[src/rtl/ext_irq_ctrl_pkg.sv]
// ---------------------------------------------------------------------------
// ext_irq_ctrl_pkg
// Shared constants for the platform-level external interrupt controller:
//   - register byte offsets on the data-memory register port
//   - gateway state encodings used by irq_gateway
//   - source ID width and the largest supported source count
// No ports; imported by ext_irq_ctrl and irq_gateway.
// ---------------------------------------------------------------------------
package ext_irq_ctrl_pkg;

    // Largest source count the register map can describe (IDs fit in 4 bits).
    localparam int MAX_SRC  = 16;
    localparam int SRC_ID_W = 4;

    typedef logic [SRC_ID_W-1:0] src_id_t;

    // Register byte offsets.
    localparam logic [7:0] PLIC_PRIO_BASE = 8'h00;
    localparam logic [7:0] PLIC_ENABLE    = 8'h40;
    localparam logic [7:0] PLIC_THRESH    = 8'h44;
    localparam logic [7:0] PLIC_CLAIM     = 8'h48;
    localparam logic [7:0] PLIC_PENDING   = 8'h4C;

    // Gateway state encodings.
    localparam logic [1:0] GW_IDLE    = 2'd0;
    localparam logic [1:0] GW_PEND    = 2'd1;
    localparam logic [1:0] GW_CLAIMED = 2'd2;

endpackage

[src/rtl/irq_gateway.sv]
// ---------------------------------------------------------------------------
// irq_gateway
// Per-source interrupt gateway. Turns a level-sensitive line into a single
// outstanding request that stays pending until claimed, and refuses new
// requests until software completes the claimed one.
// Ports:
//   clk          system clock
//   reset        asynchronous active-low reset
//   irq          level interrupt line for this source
//   claim_hit    a claim read returned this source's ID this cycle
//   complete_hit a complete write named this source's ID this cycle
//   pending      high while the gateway holds an unclaimed request
// ---------------------------------------------------------------------------
module irq_gateway
    import ext_irq_ctrl_pkg::*;
(
    input  logic clk,
    input  logic reset,
    input  logic irq,
    input  logic claim_hit,
    input  logic complete_hit,
    output logic pending
);

    logic [1:0] state;

    // A complete returns the gateway to IDLE first; a line that is still
    // high is only sampled again from IDLE, so it re-pends one cycle later.
    // Dropping irq while PENDING has no effect: the request is latched.
    always_ff @(posedge clk or negedge reset) begin
        if (!reset) begin
            state <= GW_IDLE;
        end else begin
            case (state)
                GW_IDLE:    if (irq)          state <= GW_PEND;
                GW_PEND:    if (claim_hit)    state <= GW_CLAIMED;
                GW_CLAIMED: if (complete_hit) state <= GW_IDLE;
                default:                      state <= GW_IDLE;
            endcase
        end
    end

    assign pending = (state == GW_PEND);

endmodule

[src/rtl/ext_irq_ctrl.sv]
// ---------------------------------------------------------------------------
// ext_irq_ctrl
// Platform-level external interrupt controller. Collects NUM_SRC-1 level
// interrupt lines (ID 0 is reserved for "no interrupt"), arbitrates among
// pending+enabled sources by priority, and drives MEIP to the CSR file.
// Software configures priority/enable/threshold and claims/completes
// interrupts through a word-addressed register port.
// Ports:
//   clk        system clock
//   reset      asynchronous active-low reset
//   irq_src    level interrupt lines (bit 0 ignored)
//   reg_wr     register write strobe
//   reg_rd     register read strobe
//   reg_addr   byte address (word aligned)
//   reg_wdata  write data
//   reg_rdata  registered read data, holds until the next read
//   meip       registered external interrupt pending
// ---------------------------------------------------------------------------
module ext_irq_ctrl
    import ext_irq_ctrl_pkg::*;
#(
    parameter int NUM_SRC = 8,
    parameter int PRIO_W  = 3
)
(
    input  logic               clk,
    input  logic               reset,
    input  logic [NUM_SRC-1:0] irq_src,
    input  logic               reg_wr,
    input  logic               reg_rd,
    input  logic [7:0]         reg_addr,
    input  logic [31:0]        reg_wdata,
    output logic [31:0]        reg_rdata,
    output logic               meip
);

    // Priority storage is sized for the maximum source count so the 4-bit
    // register index can address it directly; entries at or above NUM_SRC
    // and entry 0 are never written and stay zero.
    logic [PRIO_W-1:0]  prio [MAX_SRC];
    logic [NUM_SRC-1:0] enable;
    logic [PRIO_W-1:0]  threshold;
    logic [NUM_SRC-1:0] pending;

    src_id_t            best_id;
    logic [PRIO_W-1:0]  best_prio;

    logic [7:0]         prio_off;
    logic               prio_sel;
    src_id_t            prio_idx;
    logic               claim_fire;
    logic               complete_fire;
    src_id_t            complete_id;
    logic [31:0]        rd_val;
    logic               unused_bits;

    assign prio_off = reg_addr - PLIC_PRIO_BASE;
    assign prio_sel = (prio_off[1:0] == 2'b00) && (prio_off[7:2] < 6'(NUM_SRC));
    assign prio_idx = prio_off[5:2];

    // A read that collides with a write is suppressed, so it must not claim.
    assign claim_fire    = reg_rd && !reg_wr && (reg_addr == PLIC_CLAIM);
    assign complete_fire = reg_wr && (reg_addr == PLIC_CLAIM);
    assign complete_id   = reg_wdata[SRC_ID_W-1:0];

    assign unused_bits = ^{reg_wdata[31:NUM_SRC], irq_src[0]};

    // Arbitration: strict '>' while scanning upward keeps the lowest ID on
    // a priority tie; priority 0 can never beat the initial best_prio of 0.
    always_comb begin
        best_id   = '0;
        best_prio = '0;
        for (int i = 1; i < NUM_SRC; i++) begin
            if (pending[i] && enable[i] && (prio[i] > best_prio)) begin
                best_prio = prio[i];
                best_id   = src_id_t'(i);
            end
        end
    end

    // Configuration registers. Source 0 priority and enable bit 0 are
    // hard-wired to zero.
    always_ff @(posedge clk or negedge reset) begin
        if (!reset) begin
            for (int i = 0; i < MAX_SRC; i++) begin
                prio[i] <= '0;
            end
            enable    <= '0;
            threshold <= '0;
        end else if (reg_wr) begin
            if (prio_sel && (prio_idx != '0)) begin
                prio[prio_idx] <= reg_wdata[PRIO_W-1:0];
            end
            if (reg_addr == PLIC_ENABLE) begin
                enable <= {reg_wdata[NUM_SRC-1:1], 1'b0};
            end
            if (reg_addr == PLIC_THRESH) begin
                threshold <= reg_wdata[PRIO_W-1:0];
            end
        end
    end

    // Read mux; unmapped addresses read zero.
    always_comb begin
        rd_val = '0;
        if (prio_sel) begin
            rd_val = 32'(prio[prio_idx]);
        end else begin
            case (reg_addr)
                PLIC_ENABLE:  rd_val = 32'(enable);
                PLIC_THRESH:  rd_val = 32'(threshold);
                PLIC_CLAIM:   rd_val = 32'(best_id);
                PLIC_PENDING: rd_val = 32'(pending);
                default:      rd_val = '0;
            endcase
        end
    end

    // Registered outputs: read data holds between reads, meip follows the
    // arbitration result with one cycle of latency.
    always_ff @(posedge clk or negedge reset) begin
        if (!reset) begin
            reg_rdata <= '0;
            meip      <= 1'b0;
        end else begin
            meip <= (best_prio > threshold);
            if (reg_rd) begin
                reg_rdata <= reg_wr ? 32'd0 : rd_val;
            end
        end
    end

    assign pending[0] = 1'b0;

    for (genvar i = 1; i < NUM_SRC; i++) begin : g_gw
        irq_gateway u_gw (
            .clk          (clk),
            .reset        (reset),
            .irq          (irq_src[i]),
            .claim_hit    (claim_fire && (best_id == src_id_t'(i))),
            .complete_hit (complete_fire && (complete_id == src_id_t'(i))),
            .pending      (pending[i])
        );
    end

endmodule

[config.mk]
export PLATFORM = sky130hd
export DESIGN_NAME = ext_irq_ctrl
export DESIGN_NICKNAME = d
export VERILOG_FILES = /design/src/rtl/ext_irq_ctrl_pkg.sv /design/src/rtl/irq_gateway.sv /design/src/rtl/ext_irq_ctrl.sv
export SDC_FILE = /design/constraint.sdc
export NUM_CORES = 1
export LEC_CHECK = 0
export CAP_MARGIN = 20
export CORE_UTILIZATION = 40
export DETAILED_ROUTE_END_ITERATION = 12
export GPL_ROUTABILITY_DRIVEN = 0
export PLACE_DENSITY = 0.69
export SYNTH_ARGS = -nofsm -noshare
export SYNTH_HDL_FRONTEND = slang
export SYNTH_SLANG_ARGS = --single-unit
[constraint.sdc]
create_clock -name clk -period 24.4 [get_ports clk]
set_clock_uncertainty 0.2 [all_clocks]
set_input_delay 3.66 -clock clk [delete_from_list [all_inputs] [get_ports clk]]
set_output_delay 3.66 -clock clk [all_outputs]
set_load 0.01 [all_outputs]
==> metrics.cfg <==
[status]
result_of_the_run = complete, no violations

[detailed_routing]
route.final.wire_length_um = 10100
drtPass1Iterations = 5
post-route-drc-count = 0
final_antenna_net_count = 0
detail_route.vias_per_cell = 5.68
routed-via-count = 3235
detail_route.wl_per_cell_um = 17.7
detailedRoute.firstIterationViolations = 317

[setup_path]
crit_start = g_gw[1].u_gw.state[0]
crit_path_class = flop to flop
critPathMaxStageDelay_ps = 710
setup.worst_path.end_class = flop
worst_ep_required_time_ps = 24430
crit-reg2reg-launch = g_gw[1].u_gw.state[0]
r2r.worst_path.cells = 43
timing.reg2reg.setup_slack_ps = 13430
cp_top_family = compound AO/OA/AOI/OAI gates
cpMaxStageDelayCell = sky130_fd_sc_hd__a211oi_2
crit_path_depth = 43
critical_path.reg2reg.endpoint = meip
startpoint_type = flop
cp_common_cell = sky130_fd_sc_hd__ha_1
critical_path.n_buffers_inverters = 1
crit_end = meip
critical_path_arrival_ps = 11000
timing.critical_path.fanout_max = 11

[clock_network]
max-clock-path-buffers = 2
cts_resized = 0
h-tree-depth = 3
cts-root-buf = sky130_fd_sc_hd__clkbuf_8
worst_setup_hold_path_clk_slew_ps = 60
clkSinkCount = 57
clk_latency_ps = 370
numCtsBuffers = 9
post_cts_hold_buffer_count = 0
cts_tree = done
cts.repair_timing.setup_buffer_count = 0

[logic_synthesis]
number_of_enable_type_register_cells_in_the_synthesized_netlist = 0
yosys.area.top_type = sky130_fd_sc_hd__dfrtp_1
area_share_of_the_leading_cell_type_in_the_synthesized_netlist_pct = 37.1
synth-seq-area-share_pct = 37.1
avgSynthCellArea_um2 = 9.42
postSynthRegisterBits = 57
async_reset_ff_share_pct = 100
cell_count_after_synthesis = 408
ys_top_cells_by_area = sky130_fd_sc_hd__dfrtp_1, sky130_fd_sc_hd__mux2_2, sky130_fd_sc_hd__ha_1, sky130_fd_sc_hd__buf_4, sky130_fd_sc_hd__nand2_1
post_synth_design_cell_area_mm2 = 0.00384
yosys_most_used_dff = sky130_fd_sc_hd__dfrtp_1
yosysUniqueCellTypes = 63
yosys_warnings = 0

[floorplanning]
io_pins = 85
start_util_pct = 41.4
die_width_um = 100
placeableCoreArea_mm2 = 0.00928
die_y_um = 100
floorplan.die_area_mm2 = 0.0100
std_cell_rows = 35

[global_route]
grt_antenna_before_repair = 0
gr-usage-all-layers_pct = 22.1
global_route_wire_length_before_repair_um = 16400
grt_start_max_net_pins = 58
first_global_vias = 3094
grt_overflow_total = 0

[sta]
hold_violations = 0
post-route-min-period_ps = 10970
fin_crit_sh_pct = 44.9
tightestPinTransition_ps = 851
unrepaired_setup_endpoints_after_global_routing = false
final_max_slew_viol_count = 0
setup_viol = 0
setup_total_negative_slack_ps = 0
relative_slew_slack_pct = 43.2
max_freq_mhz = 91.2

[worst_hold_path]
hold_path_class = flop to flop
hold-path-cell-count = 0

[layout]
design_area_mm2 = 0.00437
final-instance-count-excl-fill = 570
antenna-diode-count = 0
nNetsFinal = 505
flow.area_growth_from_synthesis_pct = 13.6
layout.cells.most_common_list = sky130_fd_sc_hd__dfrtp_1, sky130_fd_sc_hd__nand2_1, sky130_fd_sc_hd__clkdlybuf4s50_1
fillCellCount = 907
postLayoutCoreUtil_pct = 47.0
drive_above_1_share_pct = 12.7
final_common_cell = sky130_fd_sc_hd__dfrtp_1

[place]
io_buffers = 35
place_area_mm2 = 0.00418
place.detailed.instances = 555
final_hpwl_dp_um = 7460

[power_and_ir_drop]
p_leak_nw = 1.91
power_density_mw_per_mm2 = 50.6
report.power.total_uw = 221
peakVddDrop_mv = 0.0440

[job]
max_cap_viol_count = 0

cells by family (layout without fill, tap and decap cells):
kind of cell               Yosys count  after routing  share of synthesized area, %
and+or+nand+nor                    129            129                          16.8
AOI/OAI and AO/OA                   99             99                          17.6
buffers and inverters               63             73                          8.95
DFF                                 57             57                          37.1
muxes                               40             40                          13.5
adders and majority gates           17             17                          5.47
xor gates and xnor gates             2              2                         0.456
other                                1             24                        0.0975
power breakdown:
part           switching (mW)  total [mW]  internal (mW)
Clock                  0.0414      0.0873         0.0459
Sequential            0.00267      0.0999         0.0972
Combinational          0.0191      0.0337         0.0146
synthesized netlist by cell type, drive strengths merged, types with 3 or more instances:
| cell | number |
|---|---|
| dfrtp | 57 |
| buf | 28 |
| clkbuf | 13 |
| mux2 | 27 |
| or3 | 3 |
| a21oi | 12 |
| nand2b | 4 |
| o21ai | 32 |
| ha | 16 |
| mux4 | 6 |
| a22oi | 8 |
| a21o | 3 |
| a211oi | 8 |
| nand2 | 42 |
| and2 | 6 |
| a31oi | 3 |
| nor2b | 13 |
| nor3 | 4 |
| nor4 | 3 |
| nor2 | 22 |
| o2bb2ai | 7 |
| o31ai | 3 |
| o21a | 4 |
| mux2i | 7 |
| nand3 | 11 |
| inv | 22 |
| and3 | 9 |
metrics by stage:
step / setup WS, ps / hold WS [ps]
after CTS: 13620 / 179
after global routing: 12740 / 196
after detailed placement: 13680 / 171
after global placement: 13850 / 167
final: 13430 / 174
after floorplan: 15510 / 218
routing by layer:
layer | vias to the layer above | wire length (µm) | track usage [%]
li1 | 1489 | - | -
met1 | 1573 | 4420 | 29.0
met2 | 141 | 4630 | 33.3
met3 | 32 | 637 | 5.92
met4 | 0 | 407 | 11.8
met5 | - | 0 | 0
worst min path at each step:
stage | start | endpoint | slack [ps]
after floorplan | g_gw[4].u_gw.state[1] | g_gw[4].u_gw.state[0] | 220
after global placement | prio[45] | prio[45] | 170
after detailed placement | prio[45] | prio[45] | 170
after CTS | prio[45] | prio[45] | 180
after global routing | prio[45] | prio[45] | 200
final | prio[45] | prio[45] | 170
cell type report:
| class | instances | area, µm² | area share (%) |
|---|---|---|---|
| inverters | 22 | 82.6 | 1.89 |
| well taps | 129 | 161 | 3.70 |
| multi-input cells | 311 | 2160 | 49.5 |
| clock inverters | 6 | 60.1 | 1.37 |
| repair buffers | 36 | 353 | 8.08 |
| clock buffers | 9 | 124 | 2.84 |
| flip-flops and latches | 57 | 1430 | 32.7 |
flip-flops by register name, summed over array words and instances, names as in the netlist:
signal,count
threshold,3
reg_rdata,8
g_gw.u_gw.state,14
prio,24
enable,7
meip,1
worst register-to-register path, delay by kind of cell (launching register included):
| family | cells | cell delay (ps) |
|---|---|---|
| buf+inv | 1 | 50 |
| flops | 1 | 380 |
| fa+ha+maj | 7 | 2120 |
| compound gates | 19 | 4960 |
| mux | 3 | 960 |
| simple gates | 13 | 2180 |
No activity file was read; power rests on OpenSTA's default activity.
